### src/rtl/daco_pkg.sv
// Shared types and constants for the DaCO host scheduler.
// Packet layout: MSB is the valid flag, low nibble holds the mesh destination.
package daco_pkg;

  localparam int PACKET_W      = 64;
  localparam int PKT_VALID_BIT = PACKET_W - 1;
  localparam int DST_FIELD_W   = 2;
  localparam int DST_X_LSB     = 0;
  localparam int DST_Y_LSB     = 2;

  typedef enum logic [1:0] {
    ST_IDLE,
    ST_SEND,
    ST_GAP
  } state_t;

  function automatic logic [DST_FIELD_W-1:0] pkt_dst_x(
    input logic [PACKET_W-1:0] p
  );
    return p[DST_X_LSB +: DST_FIELD_W];
  endfunction

  function automatic logic [DST_FIELD_W-1:0] pkt_dst_y(
    input logic [PACKET_W-1:0] p
  );
    return p[DST_Y_LSB +: DST_FIELD_W];
  endfunction

endpackage

### src/rtl/daco_host_scheduler_if.sv
// Host and overlay packet signals of the DaCO scheduler.
// master = scheduler side, slave = host/overlay side.
interface daco_host_scheduler_if;
  import daco_pkg::*;

  logic [PACKET_W-1:0] host_in_pkt;
  logic                host_in_valid;
  logic                host_in_ready;
  logic [PACKET_W-1:0] host_out_pkt;
  logic                host_out_valid;
  logic                host_out_ready;
  logic [PACKET_W-1:0] controller2daco;
  logic [PACKET_W-1:0] daco2controller;
  logic                ack2controller;

  modport master (
    input  host_in_pkt,
    input  host_in_valid,
    output host_in_ready,
    output host_out_pkt,
    output host_out_valid,
    input  host_out_ready,
    output controller2daco,
    input  daco2controller,
    input  ack2controller
  );

  modport slave (
    output host_in_pkt,
    output host_in_valid,
    input  host_in_ready,
    input  host_out_pkt,
    input  host_out_valid,
    output host_out_ready,
    input  controller2daco,
    output daco2controller,
    output ack2controller
  );

endinterface

### src/rtl/daco_sync_fifo.sv
// Single-clock FIFO with show-ahead head output.
// Pointers carry one extra bit to tell full from empty.
module daco_sync_fifo #(
  parameter int WIDTH = 64,
  parameter int DEPTH = 8
) (
  input  logic             clk,
  input  logic             rst,
  input  logic             i_push,
  input  logic             i_pop,
  input  logic [WIDTH-1:0] i_data,
  output logic [WIDTH-1:0] o_head,
  output logic             o_full,
  output logic             o_empty
);
  localparam int AW = $clog2(DEPTH);

  logic [WIDTH-1:0] r_mem [DEPTH];
  logic [AW:0]      r_wp;
  logic [AW:0]      r_rp;
  logic             w_push;
  logic             w_pop;

  assign o_empty = (r_wp == r_rp);
  assign o_full  = (r_wp[AW] != r_rp[AW]) &&
                   (r_wp[AW-1:0] == r_rp[AW-1:0]);
  assign w_push  = i_push && !o_full;
  assign w_pop   = i_pop && !o_empty;
  assign o_head  = r_mem[r_rp[AW-1:0]];

  always_ff @(posedge clk) begin
    if (rst) begin
      r_wp <= '0;
      r_rp <= '0;
    end else begin
      if (w_push) r_wp <= r_wp + 1'b1;
      if (w_pop)  r_rp <= r_rp + 1'b1;
    end
  end

  always_ff @(posedge clk) begin
    if (w_push) r_mem[r_wp[AW-1:0]] <= i_data;
  end

endmodule

### src/rtl/daco_host_scheduler.sv
// Issues host packets to the DaCO overlay with ack/timeout/retry,
// and buffers overlay responses for the host.
module daco_host_scheduler
  import daco_pkg::*;
#(
  parameter int ISSUE_DEPTH = 8,
  parameter int RSP_DEPTH   = 8,
  parameter int TIMEOUT     = 16,
  parameter int MAX_RETRY   = 3,
  parameter int CNT_W       = 16
) (
  input  logic                  clk,
  input  logic                  rst,
  daco_host_scheduler_if.master bus,
  input  logic                  enable,
  input  logic                  err_clear,
  output logic                  busy,
  output logic                  err_sticky,
  output logic [CNT_W-1:0]      drop_count,
  output logic [CNT_W-1:0]      ovf_count
);
  localparam int TW = $clog2(TIMEOUT);
  localparam int RW = $clog2(MAX_RETRY + 2);

  state_t              r_state, w_state_n;
  logic [PACKET_W-1:0] r_cur;
  logic [TW-1:0]       r_tcnt, w_tcnt_n;
  logic [RW-1:0]       r_retry, w_retry_n;
  logic                w_load, w_drop, w_ovf;
  logic                w_iss_full, w_iss_empty;
  logic [PACKET_W-1:0] w_iss_head;
  logic                w_rsp_full, w_rsp_empty;
  logic                w_rsp_in;
  logic                r_sticky;
  logic [CNT_W-1:0]    r_drop, r_ovf;

  daco_sync_fifo #(.WIDTH(PACKET_W), .DEPTH(ISSUE_DEPTH)) u_iss (
    .clk     (clk),
    .rst     (rst),
    .i_push  (bus.host_in_valid),
    .i_pop   (w_load),
    .i_data  (bus.host_in_pkt),
    .o_head  (w_iss_head),
    .o_full  (w_iss_full),
    .o_empty (w_iss_empty)
  );

  assign w_rsp_in = bus.daco2controller[PKT_VALID_BIT];
  assign w_ovf    = w_rsp_in && w_rsp_full;

  daco_sync_fifo #(.WIDTH(PACKET_W), .DEPTH(RSP_DEPTH)) u_rsp (
    .clk     (clk),
    .rst     (rst),
    .i_push  (w_rsp_in),
    .i_pop   (bus.host_out_ready),
    .i_data  (bus.daco2controller),
    .o_head  (bus.host_out_pkt),
    .o_full  (w_rsp_full),
    .o_empty (w_rsp_empty)
  );

  assign bus.host_in_ready   = !w_iss_full;
  assign bus.host_out_valid  = !w_rsp_empty;
  assign bus.controller2daco = (r_state == ST_SEND) ? r_cur : '0;
  assign busy       = (r_state != ST_IDLE) || !w_iss_empty;
  assign err_sticky = r_sticky;
  assign drop_count = r_drop;
  assign ovf_count  = r_ovf;

  always_comb begin
    w_state_n = r_state;
    w_tcnt_n  = r_tcnt;
    w_retry_n = r_retry;
    w_load    = 1'b0;
    w_drop    = 1'b0;
    unique case (r_state)
      ST_IDLE: begin
        if (enable && !w_iss_empty) begin
          w_load    = 1'b1;
          w_state_n = ST_SEND;
          w_tcnt_n  = '0;
          w_retry_n = '0;
        end
      end
      ST_SEND: begin
        if (bus.ack2controller) begin
          if (enable && !w_iss_empty) begin
            w_load    = 1'b1;
            w_tcnt_n  = '0;
            w_retry_n = '0;
          end else begin
            w_state_n = ST_IDLE;
          end
        end else if (r_tcnt == TW'(TIMEOUT - 1)) begin
          if (r_retry == RW'(MAX_RETRY)) begin
            w_drop    = 1'b1;
            w_state_n = ST_IDLE;
          end else begin
            w_state_n = ST_GAP;
            w_retry_n = r_retry + 1'b1;
          end
        end else begin
          w_tcnt_n = r_tcnt + 1'b1;
        end
      end
      ST_GAP: begin
        w_state_n = ST_SEND;
        w_tcnt_n  = '0;
      end
      default: w_state_n = ST_IDLE;
    endcase
  end

  // An event in the clear cycle survives as a count of one.
  function automatic logic [CNT_W-1:0] f_cnt(
    input logic [CNT_W-1:0] c,
    input logic             clr,
    input logic             ev
  );
    if (clr) return CNT_W'(ev);
    if (ev && (c != '1)) return c + 1'b1;
    return c;
  endfunction

  always_ff @(posedge clk) begin
    if (rst) begin
      r_state  <= ST_IDLE;
      r_cur    <= '0;
      r_tcnt   <= '0;
      r_retry  <= '0;
      r_sticky <= 1'b0;
      r_drop   <= '0;
      r_ovf    <= '0;
    end else begin
      r_state  <= w_state_n;
      r_tcnt   <= w_tcnt_n;
      r_retry  <= w_retry_n;
      if (w_load) r_cur <= w_iss_head;
      r_sticky <= w_drop || (r_sticky && !err_clear);
      r_drop   <= f_cnt(r_drop, err_clear, w_drop);
      r_ovf    <= f_cnt(r_ovf, err_clear, w_ovf);
    end
  end

endmodule

### src/flat_wrapper.sv
// flat-port wrapper written by rule: the top's interface ports become plain ports
module daco_host_scheduler_flat import daco_pkg::*;
#(
  parameter int ISSUE_DEPTH = 8,
  parameter int RSP_DEPTH   = 8,
  parameter int TIMEOUT     = 16,
  parameter int MAX_RETRY   = 3,
  parameter int CNT_W       = 16
)
  (clk, rst, enable, err_clear, busy, err_sticky, drop_count, ovf_count, bus_host_in_pkt, bus_host_in_valid, bus_host_in_ready, bus_host_out_pkt, bus_host_out_valid, bus_host_out_ready, bus_controller2daco, bus_daco2controller, bus_ack2controller);
  daco_host_scheduler_if bus_i ();
  input  logic clk;
  input  logic rst;
  input  logic enable;
  input  logic err_clear;
  output logic busy;
  output logic err_sticky;
  output logic [CNT_W-1:0] drop_count;
  output logic [CNT_W-1:0] ovf_count;
  input wire logic [$bits(bus_i.host_in_pkt)-1:0] bus_host_in_pkt;
  input wire logic [$bits(bus_i.host_in_valid)-1:0] bus_host_in_valid;
  output wire logic [$bits(bus_i.host_in_ready)-1:0] bus_host_in_ready;
  output wire logic [$bits(bus_i.host_out_pkt)-1:0] bus_host_out_pkt;
  output wire logic [$bits(bus_i.host_out_valid)-1:0] bus_host_out_valid;
  input wire logic [$bits(bus_i.host_out_ready)-1:0] bus_host_out_ready;
  output wire logic [$bits(bus_i.controller2daco)-1:0] bus_controller2daco;
  input wire logic [$bits(bus_i.daco2controller)-1:0] bus_daco2controller;
  input wire logic [$bits(bus_i.ack2controller)-1:0] bus_ack2controller;
  assign bus_i.host_in_pkt = bus_host_in_pkt;
  assign bus_i.host_in_valid = bus_host_in_valid;
  assign bus_host_in_ready = bus_i.host_in_ready;
  assign bus_host_out_pkt = bus_i.host_out_pkt;
  assign bus_host_out_valid = bus_i.host_out_valid;
  assign bus_i.host_out_ready = bus_host_out_ready;
  assign bus_controller2daco = bus_i.controller2daco;
  assign bus_i.daco2controller = bus_daco2controller;
  assign bus_i.ack2controller = bus_ack2controller;
  daco_host_scheduler #(.ISSUE_DEPTH(ISSUE_DEPTH), .RSP_DEPTH(RSP_DEPTH), .TIMEOUT(TIMEOUT), .MAX_RETRY(MAX_RETRY), .CNT_W(CNT_W)) u_core (.clk(clk), .rst(rst), .bus(bus_i), .enable(enable), .err_clear(err_clear), .busy(busy), .err_sticky(err_sticky), .drop_count(drop_count), .ovf_count(ovf_count));
endmodule
### config.mk
export PLATFORM = sky130hd
export DESIGN_NAME = daco_host_scheduler_flat
export DESIGN_NICKNAME = d
export VERILOG_FILES = /design/src/rtl/daco_pkg.sv /design/src/rtl/daco_host_scheduler_if.sv /design/src/rtl/daco_sync_fifo.sv /design/src/rtl/daco_host_scheduler.sv /design/src/flat_wrapper.sv
export SDC_FILE = /design/constraint.sdc
export NUM_CORES = 1
export LEC_CHECK = 0
export CORE_AREA = 4 4 426 428
export DETAILED_ROUTE_END_ITERATION = 7
export DIE_AREA = 0 0 430 432
export GPL_TIMING_DRIVEN = 0
export MAX_ROUTING_LAYER = met4
export REMOVE_ABC_BUFFERS = 1
export SYNTH_ARGS = -nofsm -noshare
export SYNTH_HDL_FRONTEND = slang
export SYNTH_SLANG_ARGS = --single-unit
export TNS_END_PERCENT = 50
### constraint.sdc
create_clock -name clk -period 20.5 [get_ports clk]
set_input_delay 4.1 -clock clk [delete_from_list [all_inputs] [get_ports clk]]
set_output_delay 4.1 -clock clk [all_outputs]
set_load 0.01 [all_outputs]
==> run_summary.xml <==
<?xml version="1.0" encoding="UTF-8"?>
<metrics>
  <group name="run_status">
    <metric name="status" unit="">complete, no violations</metric>
  </group>
  <group name="timing">
    <metric name="layout_setup_ws" unit="ns">12.60</metric>
    <metric name="number_of_endpoints_failing_setup_at_the_final_stage" unit="">0</metric>
    <metric name="layout_worst_path_cycle_share" unit="">0.385</metric>
    <metric name="slew_violations" unit="">0</metric>
    <metric name="timing.final.crit_period" unit="ns">7.90</metric>
    <metric name="final_hold_viol_count" unit="">0</metric>
    <metric name="final.setup_skew" unit="ns">0.0382</metric>
    <metric name="max-slew-margin-rel" unit="">0.339</metric>
    <metric name="clock.fmax" unit="MHz">127</metric>
    <metric name="rsz0062_at_grt" unit="">false</metric>
    <metric name="fin_setup_tns" unit="ns">0</metric>
    <metric name="worst_slew_pin_slew" unit="ns">0.986</metric>
  </group>
  <group name="power_and_ir_drop">
    <metric name="worst_ir_drop_vdd" unit="mV">0.0786</metric>
    <metric name="power.leakage" unit="nW">16.8</metric>
    <metric name="pwr_density_cell" unit="mW/mm²">104</metric>
  </group>
  <group name="critical_path">
    <metric name="critPathArrivalTime" unit="ns">3.80</metric>
    <metric name="worstReg2RegEnd" unit="">u_core.u_iss.r_mem[7][40]</metric>
    <metric name="timing.rr.start" unit="">u_core.u_iss.r_rp[0]</metric>
    <metric name="worst_setup_path_start_kind" unit="">flop</metric>
    <metric name="critPathMaxFanout" unit="">39</metric>
    <metric name="path_buf_inv" unit="">4</metric>
    <metric name="end_kind" unit="">output port</metric>
    <metric name="path_cells" unit="">buf_12 &gt; buf_16 &gt; buf_16 &gt; mux4_2 &gt; mux2_2 &gt; clkdlybuf4s50_1</metric>
    <metric name="cpMaxStageDelayCell" unit="">sky130_fd_sc_hd__dfxtp_4</metric>
    <metric name="cp_common_cell" unit="">sky130_fd_sc_hd__buf_16</metric>
    <metric name="crit_family" unit="">buffers and inverters</metric>
    <metric name="type_of_the_setup_path_with_the_least_slack" unit="">flop to output port</metric>
    <metric name="reg2reg_setup_slack" unit="ns">16.07</metric>
    <metric name="critPathRequiredTime" unit="ns">16.40</metric>
    <metric name="reg2regPathDepth" unit="">13</metric>
    <metric name="worst_path_largest_cell_delay" unit="ns">0.61</metric>
  </group>
  <group name="hold_path">
    <metric name="worst_hold_path.num_cells" unit="">2</metric>
    <metric name="hp-start" unit="">u_core.r_tcnt[1]</metric>
    <metric name="holdCritPathClass" unit="">flop to flop</metric>
    <metric name="min_delay_worst_endpoint" unit="">u_core.r_tcnt[1]</metric>
  </group>
  <group name="global_route">
    <metric name="grt_pass1_wl" unit="µm">152000</metric>
    <metric name="first_global_vias" unit="">22700</metric>
    <metric name="use_met3" unit="">0.0274</metric>
    <metric name="antenna_found_initial" unit="">14</metric>
    <metric name="busiest_layer" unit="">met2</metric>
    <metric name="maximum_number_of_pins_on_one_net_before_global_route_repair" unit="">59</metric>
    <metric name="global_routing_usage_on_met1" unit="">0.136</metric>
    <metric name="grt_util_met2" unit="">0.188</metric>
    <metric name="grtUsageTotal" unit="">0.113</metric>
    <metric name="global_route.overflow_total" unit="">0</metric>
  </group>
  <group name="yosys">
    <metric name="async_flop_share" unit="">0</metric>
    <metric name="synthDominantAreaCellType" unit="">sky130_fd_sc_hd__edfxtp_1</metric>
    <metric name="ys_dominant_reg_cell" unit="">sky130_fd_sc_hd__edfxtp_1</metric>
    <metric name="synth.top_cells.by_area" unit="">sky130_fd_sc_hd__edfxtp_1 (69%), sky130_fd_sc_hd__mux4_2 (13%), sky130_fd_sc_hd__dfxtp_1 (5.7%)</metric>
    <metric name="synth_area_per_cell" unit="µm²">20.6</metric>
    <metric name="post_synth_inst_count" unit="">2147</metric>
    <metric name="ys_seq_elements" unit="">1149</metric>
    <metric name="synth_largest_type_area_fraction" unit="">0.695</metric>
    <metric name="post_synth_instance_area" unit="mm²">0.0443</metric>
    <metric name="yosys_warnings" unit="">0</metric>
    <metric name="synth-edff-count" unit="">1024</metric>
    <metric name="synth-seq-area-share" unit="">0.751</metric>
    <metric name="post_synth_num_cell_types" unit="">55</metric>
  </group>
  <group name="cts">
    <metric name="post-cts-setup-buffer-count" unit="">0</metric>
    <metric name="ctsHoldBuffers" unit="">0</metric>
    <metric name="insertion_delay" unit="ns">0.76</metric>
    <metric name="cts_htree_levels" unit="">3</metric>
    <metric name="post_cts_resize_count" unit="">0</metric>
    <metric name="cts_tree" unit="">done</metric>
    <metric name="cts.clk_slew.worst_paths" unit="ns">0.06</metric>
    <metric name="ctsLongestPathBuffers" unit="">3</metric>
    <metric name="clkSinkCount" unit="">1149</metric>
    <metric name="ctsRootBufferMaster" unit="">sky130_fd_sc_hd__clkbuf_16</metric>
    <metric name="clock_buffer_count_from_cts" unit="">120</metric>
  </group>
  <group name="drt">
    <metric name="vias" unit="">21400</metric>
    <metric name="initialDrtViolationCount" unit="">1250</metric>
    <metric name="detail-route-antenna-nets" unit="">0</metric>
    <metric name="routedWlPerCell" unit="µm">20.3</metric>
    <metric name="drt-pass1-iter-count" unit="">6</metric>
    <metric name="routed_via_density" unit="">4.26</metric>
    <metric name="postRouteWirelength" unit="µm">102000</metric>
    <metric name="drc" unit="">0</metric>
  </group>
  <group name="place">
    <metric name="io_buffers" unit="">298</metric>
    <metric name="dp_hpwl" unit="µm">64300</metric>
    <metric name="gp_congestion" unit="">0.713</metric>
    <metric name="detailedPlace.worstSlack" unit="ns">12.64</metric>
  </group>
  <group name="job">
    <metric name="max_cap_viol_count" unit="">0</metric>
  </group>
  <group name="die">
    <metric name="core" unit="mm²">0.178</metric>
    <metric name="dieHeight" unit="µm">432</metric>
    <metric name="row_count" unit="">155</metric>
    <metric name="initial_util" unit="">0.249</metric>
    <metric name="ios" unit="">299</metric>
    <metric name="die-width" unit="µm">430</metric>
    <metric name="die_area" unit="mm²">0.186</metric>
  </group>
  <group name="layout">
    <metric name="nFillCells" unit="">17000</metric>
    <metric name="multiInputGateArea" unit="mm²">0.0106</metric>
    <metric name="final_layout_size_suffix_gt1_frac" unit="">0.264</metric>
    <metric name="final_net_count" unit="">2703</metric>
    <metric name="final_core_utilization" unit="">0.313</metric>
    <metric name="layout-area-overhead-vs-synth" unit="%">26.0</metric>
    <metric name="ff_latch_area" unit="mm²">0.0333</metric>
  </group>
</metrics>
==> power by group <==
group | internal, mW | switching [mW] | total [mW] | leakage (nW)
Clock | 1.31 | 0.926 | 2.24 | 1.99
Sequential | 2.64 | 0.0603 | 2.70 | 10.3
Combinational | 0.461 | 0.424 | 0.885 | 4.53
Total | 4.41 | 1.41 | 5.82 | 16.8
==> worst min-delay path: cells and delay by family, from the launching register on <==
family,cells,cell delay [ns]
and+or+nand+nor,1,0.06
AOI/OAI and AO/OA,1,0.05
DFF,1,0.33
==> sequential cells by signal (all words and copies together) (netlist names), named ones only <==
name and flops:
u_core.drop_count 16, u_core.err_sticky 1, u_core.ovf_count 16, u_core.r_cur 64, u_core.r_retry 3, u_core.r_state 2, u_core.r_tcnt 4, u_core.u_iss.r_mem 512
u_core.u_iss.r_rp 4, u_core.u_iss.r_wp 4, u_core.u_rsp.r_mem 512, u_core.u_rsp.r_rp 4, u_core.u_rsp.r_wp 4
==> final cells by class <==
class	instances	share of cell area
Clock inverter	82	0.0170
Clock buffer	147	0.0570
Antenna cell	14	0.000628
Sequential cell	1149	0.597
Multi-Input combinational cell	872	0.189
Timing Repair Buffer	400	0.0854
Inverter	12	0.000808
Tap cell	2355	0.0529
==> synthesized netlist by cell type (17+ instances only) <==
library cell	count
sky130_fd_sc_hd__nor2_1	114
sky130_fd_sc_hd__edfxtp_1	1024
sky130_fd_sc_hd__mux2i_1	72
sky130_fd_sc_hd__mux2_2	64
sky130_fd_sc_hd__a21oi_1	23
sky130_fd_sc_hd__mux4_2	256
sky130_fd_sc_hd__nand2_1	21
sky130_fd_sc_hd__buf_2	38
sky130_fd_sc_hd__xnor2_1	18
sky130_fd_sc_hd__a211oi_2	61
sky130_fd_sc_hd__clkbuf_1	66
sky130_fd_sc_hd__nor3_1	17
sky130_fd_sc_hd__dfxtp_1	125
sky130_fd_sc_hd__and2_1	65
sky130_fd_sc_hd__nand3_1	28
==> cell usage in the layout, fill, tap and decap left out, types with 12 or more instances in the layout <==
cell type                         Yosys  final
sky130_fd_sc_hd__mux4_2             256    256
sky130_fd_sc_hd__clkbuf_16            0    122
sky130_fd_sc_hd__nor2_4               0     12
sky130_fd_sc_hd__buf_16               0     20
sky130_fd_sc_hd__xor2_1              13     13
sky130_fd_sc_hd__clkinv_1             0     18
sky130_fd_sc_hd__nand3_1             28     28
sky130_fd_sc_hd__bufinv_16            0     16
sky130_fd_sc_hd__a21oi_1             23     23
sky130_fd_sc_hd__mux2i_1             72     72
sky130_fd_sc_hd__o21ai_0             12     12
sky130_fd_sc_hd__inv_1               12     12
sky130_fd_sc_hd__nand2_1             21     21
sky130_fd_sc_hd__buf_6                6     40
sky130_fd_sc_hd__xnor2_1             18     18
sky130_fd_sc_hd__edfxtp_1          1024   1024
sky130_fd_sc_hd__clkdlybuf4s50_1      0    297
sky130_fd_sc_hd__nor2_1             114    103
sky130_fd_sc_hd__ha_1                13     12
sky130_fd_sc_hd__nor3_1              17     12
sky130_fd_sc_hd__diode_2              0     14
sky130_fd_sc_hd__and2_1              65     65
sky130_fd_sc_hd__mux2_2              64     64
sky130_fd_sc_hd__clkinv_2             0     23
sky130_fd_sc_hd__buf_12               0     33
sky130_fd_sc_hd__clkbuf_1            66     22
sky130_fd_sc_hd__a211oi_2            61     61
sky130_fd_sc_hd__dfxtp_1            125    119
==> routing by layer <==
layer  up-vias  share of wire
met3       128          0.053
met5         -              0
met4         0          0.018
met2       476           0.51
met1     11200           0.42
li1       9627              -
==> how the worst max path moves through the flow <==
| stage | slack [ns] | endpoint | cells after the start |
|---|---|---|---|
| 3_5_place_dp | 12.64 | u_core.u_rsp.r_mem[1][0] | 8 |
| 2_1_floorplan | 9.60 | u_core.u_iss.r_mem[0][0] | 5 |
| 3_3_place_gp | 0.61 | u_core.u_iss.r_mem[7][28] | 3 |
| 5_1_grt | 12.30 | bus_host_out_pkt[6] | 6 |
| 4_1_cts | 12.36 | bus_host_out_pkt[6] | 6 |
| 6_report | 12.60 | bus_host_out_pkt[6] | 6 |
==> cells by family after synthesis <==
logic type	count (synthesis)	share of synthesized area
and+or+nand+nor	312	0.0360
DFF	1149	0.751
muxes	392	0.163
buffers and inverters	126	0.0129
AOI/OAI and AO/OA	124	0.0271
adders and majority gates	13	0.00368
xor gates and xnor gates	31	0.00613
==> stage by stage <==
stage               hold WS [ns]  area, µm²  total power [mW]  std cells
floorplan                  0.443      43700              3.35       2033
global placement           0.472      49700              3.73       4686
detailed placement         0.480      51600              3.66       4788
finish                     0.486      55700              5.82       5031
CTS                        0.488      55700              5.93       5017
global route               0.528      55700              6.08       5030
Power figures use the tool's default switching activity.
